## config.mk

```make
export PLATFORM = sky130hd
export DESIGN_NAME = uart_tx_scheduler
export DESIGN_NICKNAME = d
export VERILOG_FILES = /design/src/rtl/uart_tx_scheduler.sv
export SDC_FILE = /design/constraint.sdc
export NUM_CORES = 1
export LEC_CHECK = 0
export ABC_AREA = 1
export CAP_MARGIN = 0
export CORE_ASPECT_RATIO = 0.8
export CORE_MARGIN = 5
export CORE_UTILIZATION = 40
export CTS_CLUSTER_DIAMETER = 60
export CTS_CLUSTER_SIZE = 14
export DETAILED_ROUTE_END_ITERATION = 6
export PLACE_DENSITY = 0.69
export SYNTH_ARGS = -nofsm -noshare
export SYNTH_HDL_FRONTEND = slang
export SYNTH_SLANG_ARGS = --single-unit
```

## constraint.sdc

```tcl
create_clock -name MasterClk -period 2.5 [get_ports MasterClk]
set_clock_uncertainty 0.05 [all_clocks]
set_input_delay 0.5 -clock MasterClk [delete_from_list [all_inputs] [get_ports MasterClk]]
set_output_delay 0.5 -clock MasterClk [all_outputs]
set_load 0.02 [all_outputs]
```

## src/rtl/uart_tx_scheduler.sv

```systemverilog
// Round-robin arbiter sharing one UART transmitter among four byte requesters.
// Optional WAIT_DONE watchdog is built when UART_TX_TIMEOUT_EN is defined.
module uart_tx_scheduler #(
    parameter int unsigned GAP_CYCLES     = 2,
    parameter int unsigned TIMEOUT_CYCLES = 1024
) (
    input  logic        MasterClk,
    input  logic        Reset_n,
    input  logic [3:0]  req_valid,
    input  logic [31:0] req_data,
    output logic [3:0]  req_grant,
    output logic [3:0]  req_done,
    output logic        busy,
    output logic        tx_datavalid,
    output logic [7:0]  Byte_to_transmit,
    input  logic        tx_active,
    input  logic        tx_complete,
    output logic        timeout_err
);

    localparam int unsigned GAP_W = 8;
    localparam int unsigned TO_W  = 16;

    typedef enum logic [1:0] {
        IDLE      = 2'd0,
        LAUNCH    = 2'd1,
        WAIT_DONE = 2'd2,
        GAP       = 2'd3
    } state_t;

    state_t             state;
    logic [1:0]         rr;
    logic [1:0]         cur;
    logic [GAP_W-1:0]   gap_cnt;
    logic [1:0]         sel;
    logic [1:0]         cand;
    logic               sel_found;
    logic [7:0]         sel_byte;

    // Transmitter status is informational only; sequencing relies on tx_complete.
    logic unused_tx_active;
    assign unused_tx_active = tx_active;

    // Cyclic search starting just after the last grantee.
    always_comb begin
        sel       = rr;
        cand      = rr;
        sel_found = 1'b0;
        for (int k = 1; k <= 4; k++) begin
            cand = 2'(rr + 2'(k));
            if (!sel_found && req_valid[cand]) begin
                sel       = cand;
                sel_found = 1'b1;
            end
        end
    end

    assign sel_byte = req_data[{sel, 3'b000} +: 8];

`ifdef UART_TX_TIMEOUT_EN
    logic [TO_W-1:0] to_cnt;
`else
    assign timeout_err = 1'b0;
    logic unused_timeout_cfg;
    assign unused_timeout_cfg = ^TO_W'(TIMEOUT_CYCLES);
`endif

    always_ff @(posedge MasterClk or negedge Reset_n) begin
        if (!Reset_n) begin
            state            <= IDLE;
            rr               <= 2'd3;
            cur              <= 2'd0;
            gap_cnt          <= '0;
            req_grant        <= '0;
            req_done         <= '0;
            busy             <= 1'b0;
            tx_datavalid     <= 1'b0;
            Byte_to_transmit <= '0;
`ifdef UART_TX_TIMEOUT_EN
            to_cnt           <= '0;
            timeout_err      <= 1'b0;
`endif
        end else begin
            req_grant    <= '0;
            req_done     <= '0;
            tx_datavalid <= 1'b0;
`ifdef UART_TX_TIMEOUT_EN
            timeout_err  <= 1'b0;
`endif
            case (state)
                IDLE: begin
                    if (sel_found) begin
                        state            <= LAUNCH;
                        busy             <= 1'b1;
                        tx_datavalid     <= 1'b1;
                        Byte_to_transmit <= sel_byte;
                        req_grant        <= 4'b0001 << sel;
                        cur              <= sel;
                        rr               <= sel;
                    end
                end
                LAUNCH: begin
                    state <= WAIT_DONE;
`ifdef UART_TX_TIMEOUT_EN
                    to_cnt <= '0;
`endif
                end
                WAIT_DONE: begin
                    // Only the first tx_complete cycle is seen; the second lands in GAP.
                    if (tx_complete) begin
                        req_done <= 4'b0001 << cur;
                        gap_cnt  <= '0;
                        state    <= GAP;
                    end
`ifdef UART_TX_TIMEOUT_EN
                    else if (to_cnt == TO_W'(TIMEOUT_CYCLES - 1)) begin
                        timeout_err <= 1'b1;
                        gap_cnt     <= '0;
                        state       <= GAP;
                    end else begin
                        to_cnt <= to_cnt + TO_W'(1);
                    end
`endif
                end
                GAP: begin
                    if (gap_cnt == GAP_W'(GAP_CYCLES)) begin
                        state <= IDLE;
                        busy  <= 1'b0;
                    end else begin
                        gap_cnt <= gap_cnt + GAP_W'(1);
                    end
                end
                default: state <= IDLE;
            endcase
        end
    end

endmodule
```

[Word-level counts from Yosys, hierarchy flattened]
Index checks and enable logic that the tools add are counted.
Storage, ports and cells
  flip-flop bits (word level): 32
  input port bits: 40
  output and inout port bits: 19
  word-level logic and storage cells: 73
Cells by class
  $add $sub $neg: 4
  $lt $le $gt $ge: 4
  eq/ne operators: 8
  shift-type cells: 3
  muxes and demuxes: 32
  reductions and logical operators: 13
Operators by type and width (count)
  variable part select 32 x 6 -> 8 bit: 1
  2-to-1 mux 4 bit: 4
  2-to-1 mux 8 bit: 2
  one-hot mux 8 bit (2 select lines): 1
  2-to-1 mux 2 bit: 7
  < comparator 2 x 3 -> 1 bit (second input constant): 4
  2-to-1 mux 1 bit: 12
  AND reduction 3 bit: 3
  adder 8 x 1 -> 8 bit (second input constant): 1
  binary-select mux 1 bit (select 2 bit): 4
  == test 8 x 2 -> 1 bit (second input constant): 1
  inequality test 2 bit (second input constant): 4
  one-hot mux 2 bit (4 select lines): 1
  left shift 1 x 2 -> 4 bit (first input constant): 2
  adder 2 bit (second input constant): 2
  == test 2 bit (second input constant): 2
  nonzero test 2 bit: 2
  logical AND 1 bit: 3
  zero test 1 bit: 3
  adder 2 x 1 -> 2 bit (second input constant): 1
  == test 2 x 1 -> 1 bit (second input constant): 1
  zero test 2 bit: 1
  one-hot mux 1 bit (2 select lines): 1
  AND reduction 2 bit: 1

[Depth between registers and ports, before layout]
Gate-level depths: netlist (run 1).
  depth after elaboration: 16
  depth in mapped cells: 15
  mapped depth without buffers: 13

[Worst setup path after synthesis (run 1)]
OpenSTA, ideal clock, no wires.
  path type: register to register
  from: register rr[0]
  to: register Byte_to_transmit[2]
  setup time: 117 ps
  data arrival time: 1600 ps
  required time: 2333 ps
  slack: 733 ps
  stages on the path, launching flop included: 16
  buffers on the path: 2
  clock period less this slack: 1767 ps
  cells stage by stage: dfstp_2 buf_6 inv_8 nand2_2 nand2_2 nand2_2 nand2_4 inv_6 nand3_4 clkinv_1 nand2_1 nand2_2 buf_6 nand2_2 nand3_1 nand2_1
On the way
  cells in the longest elaborated chain, start to end: 14
  elaborated cells on any way between the ends: 27
  classes of those cells: 3 x add/sub; 1 x shift; 16 x mux; 7 x reduce/logical
Ends and longest elaborated chain
  from (decl): line 32  | logic [1:0] rr;
  from (signal assigned): line 99  | rr <= sel;
  adder 2 x 1 -> 2 bit: line 50  | cand = 2'(rr + 2'(k));
  binary-select mux 1 bit (select 2 bit): line 51  | if (!sel_found && req_valid[cand]) begin
  2-to-1 mux 1 bit (implied by the code): line 51
  2-to-1 mux 1 bit: line 51
  zero test 1 bit: line 51
  logical AND 1 bit: line 51
  2-to-1 mux 1 bit: line 51
  zero test 1 bit: line 51
  logical AND 1 bit: line 51
  2-to-1 mux 1 bit: line 51
  zero test 1 bit: line 51
  logical AND 1 bit: line 51
  2-to-1 mux 2 bit / 2-to-1 mux 1 bit (equally long branches): line 51
  variable part select 32 x 6 -> 8 bit / AND reduction 2 bit (equally long branches)
  to (signal assigned): line 96  | Byte_to_transmit <= sel_byte;
  to (decl): line 15  | output logic [7:0] Byte_to_transmit,
Parallel ways exist; a longest one is shown, timed or not. The select of a mux whose other input is x is not followed.
A chain may end at the register's enable or synchronous reset.

[Worst setup path after layout (run 1)]
  from: register rr[0]
  to: register Byte_to_transmit[6]
Same word-level chain as after synthesis.

==> metrics.cfg, run 1 <==
[place]
gp_congestion=0.866
numPortBuffers=56
hpwl_um=3860

[die]
rows=23
core_area_um2=5090
fp.dieW_um=91.6
start_util=0.418
dieHeight_um=75.3
die_area_um2=6900
io_pins=59

[synth]
ys_seq_area_frac=0.377
syn-num-nets=326
synthFlopType=dfrtp_1
synth_seq_cells=32
yosysUniqueCellTypes=30
synth_edf_count=0
async_reset_ff_frac=1.00
synth_area_um2=2130
ys_warn_count=0
ys_top_cells_by_area=dfrtp_1, nand2_1, nand3_1
syn_inst=281
synth_top_cell_area_share=0.352
synth_top_cell_by_area=dfrtp_1
post_synth.cell_area_avg_um2=7.58

[setup_path]
crit_chain=inv_8 > nand2_2 > nand2_2 > nand2_2 > nand2_4 > inv_6 > nand3_4 > clkinv_1 > nand2_1 > nand2_2 > nand2_1 > nand3_1 > nand2_1
critPathCaptureType=register
cp-start-kind=register
required_ps=2620
critPathMostFrequentCell=nand2_2
slowest_delay_ps=730
path_max_fanout=11
path_class=register to register
critPathArrivalTime_ps=2180
slowest_stage=dfstp_2

[clock_tree]
clock_sinks=32
root_buffer=clkbuf_8
hold_buffers=0
cts_tree=done
clockBufferDepth=2
cts_resized=0
cts_setup_buffers=0
clk_latency_ps=280
cts_buffers=5
htree_levels=2
path_clk_slew_ps=60

[routing]
drt_iter0_markers=72
ant_nets=0
dr_total_vias=1971
drt-total-wl_um=4950
drcViolationCount=0
drt_pass1_iterations=5
vias_per_cell=4.87
wl_per_cell_um=12.2

[grt]
grt_usage=0.157
antenna_found_initial=0
grt_max_degree=33
grt_pass1_wl_um=8390
grt_pass1_vias=1846
grt_overflow_total=0

[final_layout]
syn_to_final_growth_pct=32.6
num_antenna_cells=0
final_nets=387
drive_above_1_share=0.149

[run_status]
status=completed

[flow_run]
maxCapViolCount=0

[timing]
finalSetupTns_ps=0
setup_viol=0
fmax_mhz=487
worst_hold_slack_ps=403
final_max_slew_viol_count=0
rsz0062_at_grt=false
hold_viol=0
fin_crit_ps=2050
fin_crit_sh=0.822

[power_and_ir_drop]
p_leak_uw=0.00137
ir_drop_uv=551
cellPowerDensity_nw_per_um2=1350

[min_path]
hold_path.class=register to register

-- cell families (layout without fill, tap and decap cells) --
logic type | after synthesis | count (layout) | synth area share
adders and majority gates | 5 | 5 | 0.0294
AOI/OAI and AO/OA | 19 | 19 | 0.0540
xor gates and xnor gates | 4 | 4 | 0.0164
other | 1 | 1 | 0.00176
DFF | 32 | 32 | 0.377
buffers and inverters | 41 | 103 | 0.0910
and+or+nand+nor | 179 | 179 | 0.430
-- synthesized netlist by cell type, types with 5 or more instances --
master   number
nand2_1      83
nand3_1      37
dfrtp_1      30
inv_1        30
nand2_2      19
nor2_1       17
nand2_4       8
o21ai_0       8
nand3_2       6
ha_1          5
o31ai_1       5
-- routing by layer --
| metal | global-route usage | vias to the layer above | share of wire |
|---|---|---|---|
| li1 | - | 1014 | - |
| met4 | 0.0602 | 0 | 0.015 |
| met2 | 0.244 | 67 | 0.43 |
| met1 | 0.198 | 882 | 0.46 |
| met5 | 0 | - | 0 |
| met3 | 0.0629 | 8 | 0.092 |
-- sequential cells by signal, indices dropped and copies added, names as in the netlist --
signal	count
cur	2
tx_datavalid	1
state	2
req_grant	4
Byte_to_transmit	8
busy	1
gap_cnt	8
req_done	4
rr	2
-- power breakdown --
part           internal (µW)  total, µW  switching (µW)
sequential               720        871             151
clock                    198        381             183
combinational            917       2560            1650
total                   1830       3820            1980
-- through the flow --
| step | cell area (µm²) | instances | power, µW | setup WS [ps] | utilization |
|---|---|---|---|---|---|
| 6_report | 2830 | 405 | 3820 | 446 | 0.555 |
| 5_1_grt | 2830 | 405 | 4200 | 242 | 0.555 |
| 4_1_cts | 2830 | 405 | 3850 | 437 | 0.555 |
| 3_5_place_dp | 2750 | 397 | 3460 | 249 | 0.539 |
| 3_3_place_gp | 2750 | 397 | 3410 | 287 | 0.539 |
| 2_1_floorplan | 2130 | 281 | 2830 | 733 | - |
-- final cells by class --
| type | count | area [µm²] |
|---|---|---|
| timing repair buffer | 59 | 583 |
| clock buffer | 8 | 80.1 |
| sequential | 32 | 803 |
| inverter | 36 | 148 |
| fill | 489 | 2270 |
| multi-input combinational | 208 | 1130 |
| tap | 62 | 77.6 |
-- path summary, 6_finish.rpt --
| check | slack (ps) | depth (start not counted) | startpoint | to |
|---|---|---|---|---|
| worst max-delay path | 450 | 13 | rr[0] | Byte_to_transmit[6] |
| worst min-delay path | 400 | 1 | cur[0] | req_done[0] |
| worst max register to register | 450 | 13 | rr[0] | Byte_to_transmit[6] |
| worst min register to register | 400 | 1 | cur[0] | req_done[0] |
| max in group asynchronous | 1530 | 2 | Reset_n | rr[0] |
| min in group asynchronous | 550 | 2 | Reset_n | req_grant[1] |
-- placed cells by master, fill, tap and decap left out, types with 3 or more instances in the layout --
cell / n
nand2_1: 83
clkdlybuf4s50_1: 56
nand3_1: 37
dfrtp_1: 30
inv_1: 30
nand2_2: 19
nor2_1: 17
nand2_4: 8
o21ai_0: 8
nand3_2: 6
o31ai_1: 5
ha_1: 5
clkbuf_8: 5
nand3_4: 3
a21oi_1: 3
xor2_1: 3
clkbuf_1: 3
buf_4: 3
-- worst max-delay path: cells and delay by family (launching register included) --
family | cells | cell delay [ps]
simple gates | 10 | 900
flops | 1 | 730
buf+inv | 3 | 240
(Power assumes the default switching activity.)
==> run 2, diff against run 1 <==
PLACE_DENSITY = 0.71   (was 0.69)
clock period = 1.7 ns   (was 2.5 ns; I/O delays follow)
==> run 2 against run 1 <==
  * The flow now finishes with violations (negative setup slack)
  * Final cell count increased by 7.4%
  * Sequential power increased by 44%
  * Sequential cell count is the same
  * Setup slack worse by 680 ps
  * Non-clock buffer count grew 26
  * Sequential share of layout area decreased by 4.9 points
==> metrics.cfg, run 2 (synthesis results as in run 1) <==
[routing]
drt_iter0_markers=74  ; was 72
ant_nets=0  ; unchanged
drcViolationCount=0  ; unchanged
vias_per_cell=4.97  ; was 4.87
drt_pass1_iterations=4  ; was 5
dr_total_vias=2162  ; was 1971
wl_per_cell_um=13.6  ; was 12.2 µm
drt-total-wl_um=5910  ; was 4950 µm

[setup_path]
path_class=register to register  ; unchanged
slowest_delay_ps=660  ; was 730 ps
required_ps=1830  ; was 2620 ps
path_max_fanout=8  ; was 11
critPathMostFrequentCell=nand2_4  ; was nand2_2
crit_chain=inv_8 > nand2_4 > nand2_4 > nand2_4 > nand2_4 > o21ai_2 > nand3_2 > nand2_2 > nand3_1 > nand3_2 > nand2_1  ; was inv_8 > nand2_2 > nand2_2 > nand2_2 > nand2_4 > inv_6 > nand3_4 > clkinv_1 > nand2_1 > nand2_2 > nand2_1 > nand3_1 > nand2_1
path_delay_family=simple AND/OR/NAND/NOR gates  ; unchanged
critPathArrivalTime_ps=2060  ; was 2180 ps
slowest_stage=dfstp_2  ; unchanged
critPathCaptureType=register  ; unchanged
cp-start-kind=register  ; unchanged
path_buf_inv=1  ; was 3

[power_and_ir_drop]
pwr-share-seq=0.170  ; was 0.228
switchingPower_uw=3820  ; was 1980 µW
ir_drop_uv=954  ; was 551 µV
share_comb_of_total_power=0.754  ; was 0.672
p_leak_uw=0.00166  ; was 0.00137 µW
p_clk_frac=0.076  ; was 0.100
internal_power_uw=3530  ; was 1830 µW
swShare=0.520  ; was 0.519
cellPowerDensity_nw_per_um2=2160  ; was 1350 nW/µm²

[grt]
grt_usage=0.173  ; was 0.157
antenna_found_initial=0  ; unchanged
grt_pass1_wl_um=9320  ; was 8390 µm
grt_max_degree=33  ; unchanged
grt_overflow_total=0  ; unchanged
grt_pass1_vias=2107  ; was 1846

[clock_tree]
cts_buffers=5  ; unchanged
path_clk_slew_ps=70  ; was 60 ps
htree_levels=2  ; unchanged
clock_sinks=32  ; unchanged
root_buffer=clkbuf_8  ; unchanged
clk_latency_ps=290  ; was 280 ps
cts_tree=done  ; unchanged
clockBufferDepth=2  ; unchanged

[run_status]
violations=negative setup slack
status=complete, but fails checks  ; was completed

[final_layout]
num_antenna_cells=0  ; unchanged
final_nets=417  ; was 387
top_regs=Byte_to_transmit: 8 flops, gap_cnt: 8 flops  ; unchanged
drive_above_1_share=0.327  ; was 0.149
final_cell_mix=nand2_1, clkdlybuf4s50_1, dfrtp_1, nand3_1, inv_1  ; was nand2_1, clkdlybuf4s50_1, nand3_1, dfrtp_1, inv_1
fillCellCount=410  ; was 489
layout_commonest_cell=nand2_1  ; unchanged
syn_to_final_growth_pct=60.1  ; was 32.6%
final_cell_area_um2=3410  ; was 2830 µm²

[die]
dieHeight_um=75.3  ; unchanged
die_area_um2=6900  ; unchanged
core_area_um2=5090  ; unchanged
fp.dieW_um=91.6  ; unchanged
rows=23  ; unchanged
start_util=0.418  ; unchanged
io_pins=59  ; unchanged

[timing]
fin_crit_sh=1.14  ; was 0.822
fin_ws_ps=-230  ; was 446 ps
fmax_mhz=518  ; was 487 MHz
worst_hold_slack_ps=356  ; was 403 ps
hold_viol=0  ; unchanged
final_max_slew_viol_count=0  ; unchanged
fin_crit_ps=1930  ; was 2050 ps
setup_viol=20  ; was 0
rsz0062_at_grt=true  ; was false

[flow_run]
maxCapViolCount=0  ; unchanged

[min_path]
hold_path.class=input pin to asynchronous set/reset pin  ; was register to register

[place]
numPortBuffers=56  ; unchanged
place_ws_ps=-368  ; was 249 ps
place_area_um2=2940  ; was 2750 µm²
hpwl_um=4030  ; was 3860 µm
gp_congestion=0.885  ; was 0.866

[run 2: cell count changes in the layout (fill, tap and decap cells not counted), sizes merged]
cell,previous run,this run
dlymetal6s2s,0,4
clkdlybuf4s50,56,52
nand2,110,114
inv,34,35
buf,3,29
clkbuf,8,7
[run 2: power groups by stage]
stage	Combinational [µW]	Sequential, µW	Clock (µW)
6_report	5540	1250	559
5_1_grt	6040	1290	609
4_1_cts	4950	1250	562
3_5_place_dp	4270	1250	0
3_3_place_gp	4180	1260	0
2_1_floorplan	2810	1400	0
[run 2: layout make-up]
class	instances	area, µm²	share of cell area
Clock buffer	7	76.3	0.0224
Multi-Input combinational cell	212	1470	0.431
Tap cell	62	77.6	0.0227
Clock inverter	1	5.00	0.00147
Inverter	36	155	0.0455
Sequential cell	32	803	0.236
Timing Repair Buffer	85	825	0.242
[run 2: timing repair]
item / 4_1_cts / 5_1_grt
hold buffers: 0 / 0
gates resized for setup: 33 / 43
endpoints found under the setup margin: 22 / 31
gates cloned: 2 / 2
buffers inserted: 3 / 2
pin swaps: 12 / 10
[run 2: per-stage QoR]
stage	power (µW)	TNS (ps)	cells	utilization
floorplan	4210	-425	281	-
global placement	5440	-5040	418	0.577
detailed placement	5520	-5860	418	0.577
CTS	6760	-2030	431	0.631
global route	7940	-4810	435	0.670
finish	7350	-3060	435	0.670
[run 2: path summary, 6_finish.rpt]
check,from,to,slack [ps],depth (start not counted)
setup / recovery,rr[0],Byte_to_transmit[5],-230,11
hold / removal,Reset_n,gap_cnt[7],360,2
hold reg to reg,cur[0],req_done[0],400,1
setup reg to reg,rr[0],Byte_to_transmit[5],-230,11
max in group asynchronous,Reset_n,rr[1],1000,2
min in group MasterClk,cur[0],req_done[0],400,1
[run 2: metal layers]
| layer | up-vias | global-route usage | part of all wire |
|---|---|---|---|
| li1 | 1082 | - | - |
| met1 | 1010 | 0.220 | 0.45 |
| met3 | 8 | 0.0679 | 0.078 |
| met4 | 0 | 0.0435 | 0.015 |
| met5 | - | 0 | 0 |
| met2 | 62 | 0.279 | 0.46 |
[run 2: worst reg2reg max path, cell delays in order, from the launching register on]
cell	delay [ps]
dfstp_2	660
inv_8	80
nand2_4	70
nand2_4	80
nand2_4	90
nand2_4	80
o21ai_2	210
nand3_2	150
nand2_2	140
nand3_1	100
nand3_2	70
nand2_1	40
